**src/rtl/pipe_ctrl_pkg.sv**
```systemverilog
// Shared types for the pipeline hazard controller: FSM state encoding and the
// bundled stall/flush/bubble control word.
package pipe_ctrl_pkg;

    typedef enum logic [1:0] {
        HZ_RUN     = 2'd0,
        HZ_MC_WAIT = 2'd1,
        HZ_MC_ERR  = 2'd2
    } hz_state_t;

    localparam int REG_ZERO = 0;

    typedef struct packed {
        logic pc_stall;
        logic ifid_stall;
        logic ifid_flush;
        logic idex_stall;
        logic idex_bubble;
        logic exmem_bubble;
    } pipe_ctrl_t;

    localparam pipe_ctrl_t CTRL_IDLE = '0;

    // Freeze everything up to EX and keep MEM fed with bubbles.
    function automatic pipe_ctrl_t ctrl_hold();
        pipe_ctrl_t c;
        c              = '0;
        c.pc_stall     = 1'b1;
        c.ifid_stall   = 1'b1;
        c.idex_stall   = 1'b1;
        c.exmem_bubble = 1'b1;
        return c;
    endfunction

endpackage

```
**src/rtl/hazard_perf_cnt.sv**
```systemverilog
// Saturating event counter used for hazard performance statistics.
// Only compiled when HAZARD_PERF_CNT_EN is defined.
`ifdef HAZARD_PERF_CNT_EN
module hazard_perf_cnt #(
    parameter int WIDTH = 32
) (
    input  logic             clk,
    input  logic             reset,
    input  logic             i_inc,
    output logic [WIDTH-1:0] o_count
);

    logic [WIDTH-1:0] r_count;

    always_ff @(posedge clk) begin
        if (reset) begin
            r_count <= '0;
        end else if (i_inc && (r_count != '1)) begin
            r_count <= r_count + 1'b1;
        end
    end

    assign o_count = r_count;

endmodule
`endif

```
**src/rtl/pipe_hazard_ctrl.sv**
```systemverilog
// Pipeline hazard controller: load-use stalls, multi-cycle execute hold and
// mispredict squash. Optional perf counters under HAZARD_PERF_CNT_EN.
//
// state      | meaning
// HZ_RUN     | normal flow; resolves mispredict, mc start, load-use
// HZ_MC_WAIT | multi-cycle op in EX, pipeline frozen until mc_done
// HZ_MC_ERR  | mc op timed out; pipeline frozen until reset
module pipe_hazard_ctrl
    import pipe_ctrl_pkg::*;
#(
    parameter int REG_ADDR_WIDTH = 5,
    parameter int MC_TIMEOUT     = 64,
    parameter int CNT_WIDTH      = 7
) (
    input  logic                      clk,
    input  logic                      reset,
    input  logic                      i_id_valid,
    input  logic [REG_ADDR_WIDTH-1:0] i_id_rs1,
    input  logic [REG_ADDR_WIDTH-1:0] i_id_rs2,
    input  logic                      i_id_uses_rs1,
    input  logic                      i_id_uses_rs2,
    input  logic                      i_ex_valid,
    input  logic [REG_ADDR_WIDTH-1:0] i_ex_rd,
    input  logic                      i_ex_reg_write,
    input  logic                      i_ex_is_load,
    input  logic                      i_ex_is_mc,
    input  logic                      i_ex_mispredict,
    input  logic                      i_mc_done,
    output logic                      o_pc_stall,
    output logic                      o_ifid_stall,
    output logic                      o_ifid_flush,
    output logic                      o_idex_stall,
    output logic                      o_idex_bubble,
    output logic                      o_exmem_bubble,
    output logic                      o_mc_start,
`ifdef HAZARD_PERF_CNT_EN
    output logic [31:0]               o_perf_load_stalls,
    output logic [31:0]               o_perf_mc_cycles,
    output logic [31:0]               o_perf_flushes,
`endif
    output logic                      o_mc_timeout
);

    hz_state_t            r_state;
    logic [CNT_WIDTH-1:0] r_wait_cnt;
    logic                 r_mc_timeout;

    hz_state_t            w_state_nxt;
    logic [CNT_WIDTH-1:0] w_cnt_nxt;
    logic                 w_timeout_nxt;
    pipe_ctrl_t           w_ctrl;
    logic                 w_mc_start;
    logic                 w_load_use;
    logic                 w_squash;
    logic                 w_mc_issue;

    assign w_load_use = i_ex_valid & i_ex_is_load & i_ex_reg_write
                      & (i_ex_rd != REG_ADDR_WIDTH'(REG_ZERO)) & i_id_valid
                      & ((i_id_uses_rs1 & (i_id_rs1 == i_ex_rd))
                       | (i_id_uses_rs2 & (i_id_rs2 == i_ex_rd)));

    assign w_squash   = i_ex_valid & i_ex_mispredict;
    assign w_mc_issue = i_ex_valid & i_ex_is_mc;

    always_comb begin
        w_state_nxt   = r_state;
        w_cnt_nxt     = r_wait_cnt;
        w_timeout_nxt = r_mc_timeout;
        w_ctrl        = CTRL_IDLE;
        w_mc_start    = 1'b0;

        case (r_state)
            HZ_RUN: begin
                if (w_squash) begin
                    w_ctrl.ifid_flush  = 1'b1;
                    w_ctrl.idex_bubble = 1'b1;
                end else if (w_mc_issue) begin
                    w_ctrl      = ctrl_hold();
                    w_mc_start  = 1'b1;
                    w_state_nxt = HZ_MC_WAIT;
                    w_cnt_nxt   = CNT_WIDTH'(1);
                end else if (w_load_use) begin
                    // One bubble suffices: the load reaches MEM next cycle.
                    w_ctrl.pc_stall    = 1'b1;
                    w_ctrl.ifid_stall  = 1'b1;
                    w_ctrl.idex_bubble = 1'b1;
                end
            end

            HZ_MC_WAIT: begin
                if (i_mc_done) begin
                    w_state_nxt = HZ_RUN;
                    w_cnt_nxt   = '0;
                end else begin
                    w_ctrl = ctrl_hold();
                    if (r_wait_cnt == CNT_WIDTH'(MC_TIMEOUT)) begin
                        w_state_nxt   = HZ_MC_ERR;
                        w_timeout_nxt = 1'b1;
                    end else begin
                        w_cnt_nxt = r_wait_cnt + 1'b1;
                    end
                end
            end

            HZ_MC_ERR: begin
                w_ctrl = ctrl_hold();
            end

            default: begin
                w_state_nxt = HZ_RUN;
                w_cnt_nxt   = '0;
            end
        endcase

        if (reset) begin
            w_ctrl     = CTRL_IDLE;
            w_mc_start = 1'b0;
        end
    end

    always_ff @(posedge clk) begin
        if (reset) begin
            r_state      <= HZ_RUN;
            r_wait_cnt   <= '0;
            r_mc_timeout <= 1'b0;
        end else begin
            r_state      <= w_state_nxt;
            r_wait_cnt   <= w_cnt_nxt;
            r_mc_timeout <= w_timeout_nxt;
        end
    end

    assign o_pc_stall     = w_ctrl.pc_stall;
    assign o_ifid_stall   = w_ctrl.ifid_stall;
    assign o_ifid_flush   = w_ctrl.ifid_flush;
    assign o_idex_stall   = w_ctrl.idex_stall;
    assign o_idex_bubble  = w_ctrl.idex_bubble;
    assign o_exmem_bubble = w_ctrl.exmem_bubble;
    assign o_mc_start     = w_mc_start;
    assign o_mc_timeout   = r_mc_timeout & ~reset;

`ifdef HAZARD_PERF_CNT_EN
    logic w_ev_load;
    logic w_ev_flush;
    logic w_ev_mc;

    assign w_ev_load  = (r_state == HZ_RUN) & ~w_squash & ~w_mc_issue & w_load_use;
    assign w_ev_flush = (r_state == HZ_RUN) & w_squash;
    assign w_ev_mc    = (r_state == HZ_MC_WAIT);

    hazard_perf_cnt #(.WIDTH(32)) u_cnt_load (
        .clk     (clk),
        .reset   (reset),
        .i_inc   (w_ev_load),
        .o_count (o_perf_load_stalls)
    );

    hazard_perf_cnt #(.WIDTH(32)) u_cnt_mc (
        .clk     (clk),
        .reset   (reset),
        .i_inc   (w_ev_mc),
        .o_count (o_perf_mc_cycles)
    );

    hazard_perf_cnt #(.WIDTH(32)) u_cnt_flush (
        .clk     (clk),
        .reset   (reset),
        .i_inc   (w_ev_flush),
        .o_count (o_perf_flushes)
    );
`endif

endmodule

```
**config.mk**
```make
export PLATFORM = sky130hd
export DESIGN_NAME = pipe_hazard_ctrl
export DESIGN_NICKNAME = d
export VERILOG_FILES = /design/src/rtl/pipe_ctrl_pkg.sv /design/src/rtl/hazard_perf_cnt.sv /design/src/rtl/pipe_hazard_ctrl.sv
export SDC_FILE = /design/constraint.sdc
export NUM_CORES = 1
export LEC_CHECK = 0
export ABC_CLOCK_PERIOD_IN_PS = 3600
export BUFFER_PORTS_ARGS = -buffer_cell sky130_fd_sc_hd__buf_2
export CAP_MARGIN = 10
export CORE_MARGIN = 2
export CORE_UTILIZATION = 40
export DETAILED_ROUTE_END_ITERATION = 7
export GPL_ROUTABILITY_DRIVEN = 1
export GPL_TIMING_DRIVEN = 0
export PLACE_DENSITY = 0.69
export SLEW_MARGIN = 20
export SYNTH_ARGS = -nofsm -noshare
export SYNTH_HDL_FRONTEND = slang
export SYNTH_SLANG_ARGS = --single-unit
```
**constraint.sdc**
```tcl
create_clock -name clk -period 3.6 [get_ports clk]
set_input_delay 0.36 -clock clk [delete_from_list [all_inputs] [get_ports clk]]
set_output_delay 0.36 -clock clk [all_outputs]
set_load 0.01 [all_outputs]
```
After elaboration in Yosys (flattened, before gate mapping)
Index checks and enable logic that the tools add are counted.
- add/subtract/negate cells: 1
- equality and inequality tests: 9
- mux-type cells: 26
- bitwise operators: 14
- reduce and logical (&&, ||, !) cells: 5
- operators by type and width (cell ; count):
    7-bit two-way mux ; 4
    7-bit case mux with 3 select lines ; 1
    6-bit case mux with 3 select lines ; 1
    2-bit two-way mux ; 7
    6-bit two-way mux ; 2
    1-bit bitwise AND ; 10
    5-bit == test ; 2
    1-bit two-way mux ; 10
    4-bit AND reduction ; 2
    7-bit by 1-bit adder with 7-bit output, second input constant ; 1
    7-bit == test, second input constant ; 1
    3-bit inequality test, second input constant ; 2
    2-bit case mux with 3 select lines ; 1
    5-bit nonzero test ; 1
    2-bit inequality test, second input constant ; 2
    1-bit NOT ; 3
    3-bit AND reduction ; 1
    2-bit by 1-bit == test with 1-bit output, second input constant ; 1
    2-bit == test, second input constant ; 1
    2-bit logical NOT ; 1
    1-bit bitwise OR ; 1
- register bits after elaboration: 10
- input bits: 26
- output and inout port bits: 8
- word-level logic and storage cells: 58

Logic depth before layout (Yosys ltp)
Gate-level depths: netlist of the first run.
- depth in word-level cells: 10
- gate-level depth with buffers: 7
- mapped depth without buffers: 6

Least setup slack after synthesis of the first run
Ideal clock, no wire load.
- kind: input port to output port
- start point: in reset
- end point: out o_pc_stall
- data arrival time: 1659 ps
- required time: 3240 ps
- path slack: 1581 ps
- stages: 6
- path buffers: 2
- path through: clkbuf_1 > or3_1 > a211oi_1 > nand2_1 > o21bai_1 > buf_4
- cells in the longest elaborated chain, start to end: 1
- RTL lines (what ; line ; text):
    start: declaration ; pipe_hazard_ctrl.sv:16 ; input logic reset,
    6-bit two-way mux ; pipe_hazard_ctrl.sv:115 ; if (reset) begin
    end: declaration ; pipe_hazard_ctrl.sv:29 ; output logic o_pc_stall,
Every way passes these cells.

Final worst setup path of the first run
- start point: reg r_state[0]
- end point: out o_pc_stall
- cells in the longest elaborated chain, start to end: 3
- elaborated cells between the ends (all ways): 5
- those cells by class: eq/ne: 2; mux: 2; reduce/logical: 1
- RTL lines (what ; line ; text):
    start: declaration ; pipe_hazard_ctrl.sv:44 ; hz_state_t r_state;
    start signal: assignment ; pipe_hazard_ctrl.sv:127 ; r_state <= w_state_nxt;
    2-bit == test, or another cell as far along ; pipe_hazard_ctrl.sv:72 ; case (r_state)
    6-bit case mux with 3 select lines * ; pipe_hazard_ctrl.sv:72 ;
    6-bit two-way mux * ; pipe_hazard_ctrl.sv:115 ;
Every way passes the cells marked *; elsewhere a longest branch is shown, timed or not.

==> impl_metrics.json, run 1 <==
{
  "setup_violations": 0,
  "post-route-min-period_ps": 2310,
  "die_h_um": 48.1,
  "die_area_um2": 2310,
  "cts_buffer_depth": 2,
  "synth_cells": 98,
  "cts.sinks": 10,
  "drt-total-wl_um": 1710,
  "synth_compound_area_share_pct": 18.0,
  "grt_max_degree": 11,
  "synth_nets": 126,
  "crit_type": "flop to output pin",
  "drive_above_1_share_pct": 32.8,
  "place_congestion": 0.772,
  "synth_mux_area_share_pct": 2.57,
  "crit_path_end_kind": "output pin",
  "cts-root-buf": "clkbuf_4",
  "cts.clk_slew.worst_paths_ps": 70,
  "cts-resized-gates": 0,
  "mostFrequentLayoutCell": "buf_2",
  "cp_data_required_time_ps": 3240,
  "core-area_um2": 1780,
  "tightest_slew_ps": 474,
  "cts_setup_buffers": 0,
  "grt_usage_pct": 17.2,
  "synth-main-ff-cell": "dfxtp_1",
  "grt_pass1_vias": 693,
  "path_cells": "buf_4, or3_1, a211oi_1, nand2_1, o21bai_1, buf_4, buf_2",
  "rows": 15,
  "syn_area_per_cell_um2": 7.94,
  "antenna_cells": 0,
  "finalCritPeriodShare_pct": 64.2,
  "most-common-layout-cells": "33 x buf_2, 10 x dfxtp_1, 8 x nor2_1, 8 x xor2_1, 7 x nand2_1",
  "place_inst": 155,
  "grt_overflow_total": 0,
  "final.setup.tns_ps": 0,
  "ys_warn_count": 0,
  "synth_xor_area_share_pct": 11.3,
  "slowest_stage": "or3_1",
  "route.antenna.remaining_nets": 0,
  "peakVddDrop_uv": 174,
  "start_util_pct": 43.6,
  "drt_iter0_markers": 7,
  "cts_hold_buf": 0,
  "final_nets": 163,
  "leakage_uw": 0.000422,
  "synth_cell_types": 37,
  "fmax_mhz": 433,
  "numPortBuffers": 32,
  "maxSlewHeadroom_pct": 68.4,
  "synth_fa_ha_area_share_pct": 3.22,
  "slew_violations": 0,
  "async_flop_share_pct": 0,
  "synth_area_um2": 778,
  "crit_fanout": 9,
  "hpwl_um": 1410,
  "outcome": "finished, final reports clean",
  "numCtsBuffers": 3,
  "synth.yosys.seq_area_share_pct": 25.7,
  "worstSkewPairLatency_ps": 270,
  "cts_tree": "yes",
  "clock_skew_ps": 3.77,
  "cap_violations": 0,
  "synth-edff-count": 0,
  "hold_viol_final": 0,
  "syn2layout_area_growth_pct": 29.3,
  "critPathLaunchType": "flop",
  "p_per_area_nw_per_um2": 271,
  "wl_per_cell_um": 10.8,
  "synth_top_family_by_area": "simple AND/OR/NAND/NOR gates",
  "grt_pass1_wl_um": 2810,
  "drc_errors": 0,
  "yosys.area_share.simple_pct": 31.4,
  "vias_per_cell": 4.85,
  "grt_antenna_before_repair": 0,
  "fp.dieW_um": 48.1,
  "cp.arrival_ps": 1950,
  "rsz0062_at_grt": "false",
  "synth_seq_cells": 10,
  "io_pins": 34,
  "vias": 771,
  "htree_levels": 1,
  "instances_no_fill": 159,
  "hold_class": "input pin to flop",
  "cpMostUsedCell": "buf_4",
  "max_stage_delay_ps": 430,
  "dr.pass1.iters": 6
}
==> critical path, delay by kind of cell, from the launching register on <==
family / cells / cell delay, ps
AND/OR/NAND/NOR: 2 / 520
AO/OA/AOI/OAI: 2 / 470
flip-flops: 1 / 310
buffers and inverters: 3 / 390
==> metal layers <==
metal	global-route usage, %	share of wire, %
met2	28.8	48
met3	2.22	4.0
met4	8.11	1.2
met1	21.8	47
met5	0	0
==> area by class of cell <==
type	instances	area, um2
Timing Repair Buffer	32	160
Buffer	6	38.8
Multi-Input combinational cell	76	517
Clock buffer	4	36.3
Sequential cell	10	200
Fill cell	173	777
Inverter	6	22.5
Tap cell	25	31.3
==> registers in the layout, summed over array words and instances, names as in the netlist <==
signal,count
r_mc_timeout,1
r_state,2
r_wait_cnt,7
==> final timing paths <==
| path | depth (start not counted) | slack (ps) | from | end |
|---|---|---|---|---|
| worst max-delay path | 7 | 1290 | r_state[0] | o_pc_stall |
| worst max register to register | 6 | 1970 | r_state[0] | r_wait_cnt[5] |
| worst min-delay path | 2 | 440 | reset | r_state[1] |
| worst min register to register | 2 | 470 | r_mc_timeout | r_mc_timeout |
==> cells in the mapped netlist, drive strengths merged, types with 2 or more instances <==
master  instances  share of area (%)
inv             6                2.9
nand2b          4                3.2
a21oi           3                1.9
or4             4                3.9
o21bai          2                1.9
nand2           7                3.4
nor4            4                3.2
xnor2           2                2.3
nor3            3                2.6
o31ai           3                2.9
mux2i           2                2.6
a21boi          3                2.9
a211oi          2                1.9
buf             5                4.5
ha              2                3.2
o22ai           2                1.6
dfxtp          10                 26
xor2            8                9.0
nand3           3                1.9
nor2            8                3.9
==> kinds of logic after synthesis <==
logic type / after synthesis
muxes: 2
adders and majority gates: 2
and+or+nand+nor: 42
buffers and inverters: 12
DFF: 10
AOI/OAI and AO/OA: 20
xor gates and xnor gates: 10
==> where the power goes <==
group | switching (uW) | total [uW] | internal [uW]
sequential | 1.11 | 113 | 112
combinational | 27.0 | 54.8 | 27.7
clock | 43.8 | 105 | 61.5
==> metrics by stage <==
step	hold WS (ps)	utilization, %	area (um2)	setup WS (ps)	power [uW]
floorplan	432	-	778	1580	146
global placement	449	54.4	970	1500	169
detailed placement	451	54.4	970	1500	170
CTS	429	56.4	1010	1270	278
global route	469	56.4	1010	1180	287
finish	436	56.4	1010	1290	273
Note: power is estimated with default switching activity, not from simulation.
==> inputs of run 2 (changes only) <==
- ABC_AREA: unset -> 1
- ABC_CLOCK_PERIOD_IN_PS: 3600 -> 2400
- PLACE_DENSITY: 0.69 -> 0.66
- clock period: 3.6 -> 2.4 ns (I/O delays scaled with it)
==> run 2 against run 1 <==
- final area is 18% higher
- cell count grew 45%
- worst hold slack got worse by 110 ps
- routed wire length is 35% higher
- combinational power increased by 99%
- largest cell class unchanged
- clock skew down 2.8 ps
- synthesized cell count is 70% higher
- register-to-register slack worse by 980 ps
==> impl_metrics.json, run 2 <==
{
  "seqPwrFrac_pct": 40.1,
  "largest_reg_flops": 7,
  "grt_usage_pct": 18.3,
  "place_inst": 227,
  "leakage_uw": 0.000678,
  "max_stage_delay_ps": 360,
  "combPwrFrac_pct": 25.3,
  "setup_violations": 0,
  "syn_area_per_cell_um2": 5.75,
  "outcome": "finished, final reports clean",
  "route.antenna.remaining_nets": 0,
  "cts_setup_buffers": 0,
  "netlist.area_leader.share_pct": 20.9,
  "met3_length_um": 118,
  "most-common-layout-cells": "51 x nand2_1, 32 x buf_2, 31 x inv_1, 17 x nor2_1, 13 x nand3_1",
  "yosysMostFrequentCell": "nand2_1",
  "numCtsBuffers": 3,
  "grt_antenna_before_repair": 0,
  "crit_fanout": 4,
  "cp.arrival_ps": 1550,
  "fmax_mhz": 559,
  "numPortBuffers": 32,
  "cts_tree": "yes",
  "cts-root-buf": "clkbuf_4",
  "hold_class": "input pin to flop",
  "drt-met1-wl_um": 1020,
  "cp_data_required_time_ps": 2160,
  "synth.yosys.seq_area_share_pct": 20.9,
  "cts.sinks": 10,
  "peakVddDrop_uv": 440,
  "slew_violations": 0,
  "vias": 1106,
  "cts_buffer_depth": 2,
  "rows": 17,
  "critPathTopFamily": "simple AND/OR/NAND/NOR gates",
  "die_area_um2": 2810,
  "maxSlewHeadroom_pct": 69.2,
  "cts.clk_slew.worst_paths_ps": 60,
  "synth_cells": 167,
  "drt-total-wl_um": 2320,
  "die_h_um": 53.0,
  "instances_no_fill": 231,
  "p_sw_share_pct": 28.8,
  "regMostFlops": "r_wait_cnt",
  "core-area_um2": 2230,
  "design_power_total_uw": 429,
  "antenna_cells": 0,
  "final.setup.tns_ps": 0,
  "clkPwrFrac_pct": 34.6,
  "wl_met2_um": 1180,
  "post-route-min-period_ps": 1790,
  "synth.area.top_cells": "dfxtp_1 21%, nand2_1 20%, inv_1 12%, nand3_1 6.8%, nor2_1 6.6%",
  "rsz0062_at_grt": "false",
  "path_cells": "nor2_2, nand2_1, inv_1, nand3_1, nand3_1, nand2_1, o21ai_1, buf_4, buf_2",
  "synth-edff-count": 0,
  "synth_seq_cells": 10,
  "wl_per_cell_um": 10.0,
  "async_flop_share_pct": 0,
  "synth_nets": 195,
  "dr.pass1.iters": 4,
  "drive_above_1_share_pct": 27.6,
  "grt_max_degree": 10,
  "largestRegisters": "r_wait_cnt x7, r_state x2, r_mc_timeout x1",
  "ys_warn_count": 0,
  "hold_viol_final": 0,
  "cts-resized-gates": 0,
  "critical_path_buf_inv_count": 3,
  "drc_errors": 0,
  "synth-main-ff-cell": "dfxtp_1",
  "intPower_uw": 306,
  "finalCritPeriodShare_pct": 74.5,
  "cts_hold_buf": 0,
  "mostFrequentLayoutCell": "nand2_1",
  "crit_type": "flop to output pin",
  "synth_cell_types": 24,
  "grt_overflow_total": 0,
  "highest_layer": "met3",
  "worstSkewPairLatency_ps": 260,
  "crit_path_end_kind": "output pin",
  "p_switching_uw": 123,
  "final_nets": 232,
  "io_pins": 34,
  "synth_common_cells": "51 x nand2_1, 31 x inv_1, 17 x nor2_1",
  "start_util_pct": 43.0,
  "cap_violations": 0,
  "place_congestion": 0.837,
  "vias_per_cell": 4.79,
  "drt_iter0_markers": 25,
  "htree_levels": 1,
  "hpwl_um": 1960,
  "final_util_pct": 53.3,
  "tightest_slew_ps": 463,
  "fp.dieW_um": 53.0,
  "grt_pass1_wl_um": 3860,
  "critPathLaunchType": "flop",
  "syn2layout_area_growth_pct": 24.1,
  "clock_skew_ps": 0.970,
  "grt_pass1_vias": 1004,
  "synth_area_um2": 960,
  "slowest_stage": "dfxtp_1",
  "p_per_area_nw_per_um2": 360,
  "synth_area_leader_cell": "dfxtp_1"
}
==> run 2: changes by cell type in the layout (fill, tap and decap cells not counted), sizes merged, moves of 5 or more <==
cell and delta:
nand3 +13, inv +29, nor2 +14, xor2 -8
nand4 +5, a21oi +9, nand2 +47
==> run 2: metrics by stage <==
step | hold slack, ps | setup WS, ps | cell area (um2)
final | 321 | 611 | 1190
after detailed placement | 451 | 890 | 1150
after global routing | 321 | 457 | 1190
after CTS | 318 | 593 | 1190
after floorplan | 436 | 998 | 960
after global placement | 447 | 892 | 1150
==> run 2: routing by layer <==
layer  GRT usage (%)  up-vias
met5               0        -
met4            1.28        0
met3            5.08        0
met2            35.4       21
met1            20.5      493
li1                -      592
==> run 2: area by class of cell <==
| class | instances | area (um2) |
|---|---|---|
| Buffer | 3 | 18.8 |
| Clock buffer | 4 | 36.3 |
| Fill cell | 233 | 1040 |
| Inverter | 35 | 134 |
| Multi-Input combinational cell | 119 | 607 |
| Sequential cell | 10 | 200 |
| Tap cell | 28 | 35.0 |
| Timing Repair Buffer | 32 | 160 |
==> run 2: cells by family after synthesis <==
group,after synthesis,share of synthesized area [%]
AO/OA/AOI/OAI,16,9.52
adder cells (fa/ha/maj),2,2.61
buffers and inverters,38,15.9
flip-flops,10,20.9
AND/OR/NAND/NOR,101,51.1
==> run 2: final timing paths <==
path / from / end / slack [ps] / cells after the start
max: r_state[0] / o_pc_stall / 610 / 9
min: i_mc_done / r_wait_cnt[1] / 320 / 4
max reg2reg: r_wait_cnt[0] / r_wait_cnt[3] / 990 / 9
min reg2reg: r_mc_timeout / r_mc_timeout / 460 / 2
==> run 2: power by group through the flow <==
stage	sequential, uW	combinational [uW]	clock, uW
after floorplan	175	66.4	0
after global placement	176	106	0
after detailed placement	176	109	0
after CTS	172	109	152
after global routing	172	123	159
final	172	109	148
==> run 2: worst min-delay path, stage by stage <==
cell and delay, ps:
buf_2 120, nor2_4 60, nand3_1 70, a21oi_1 50
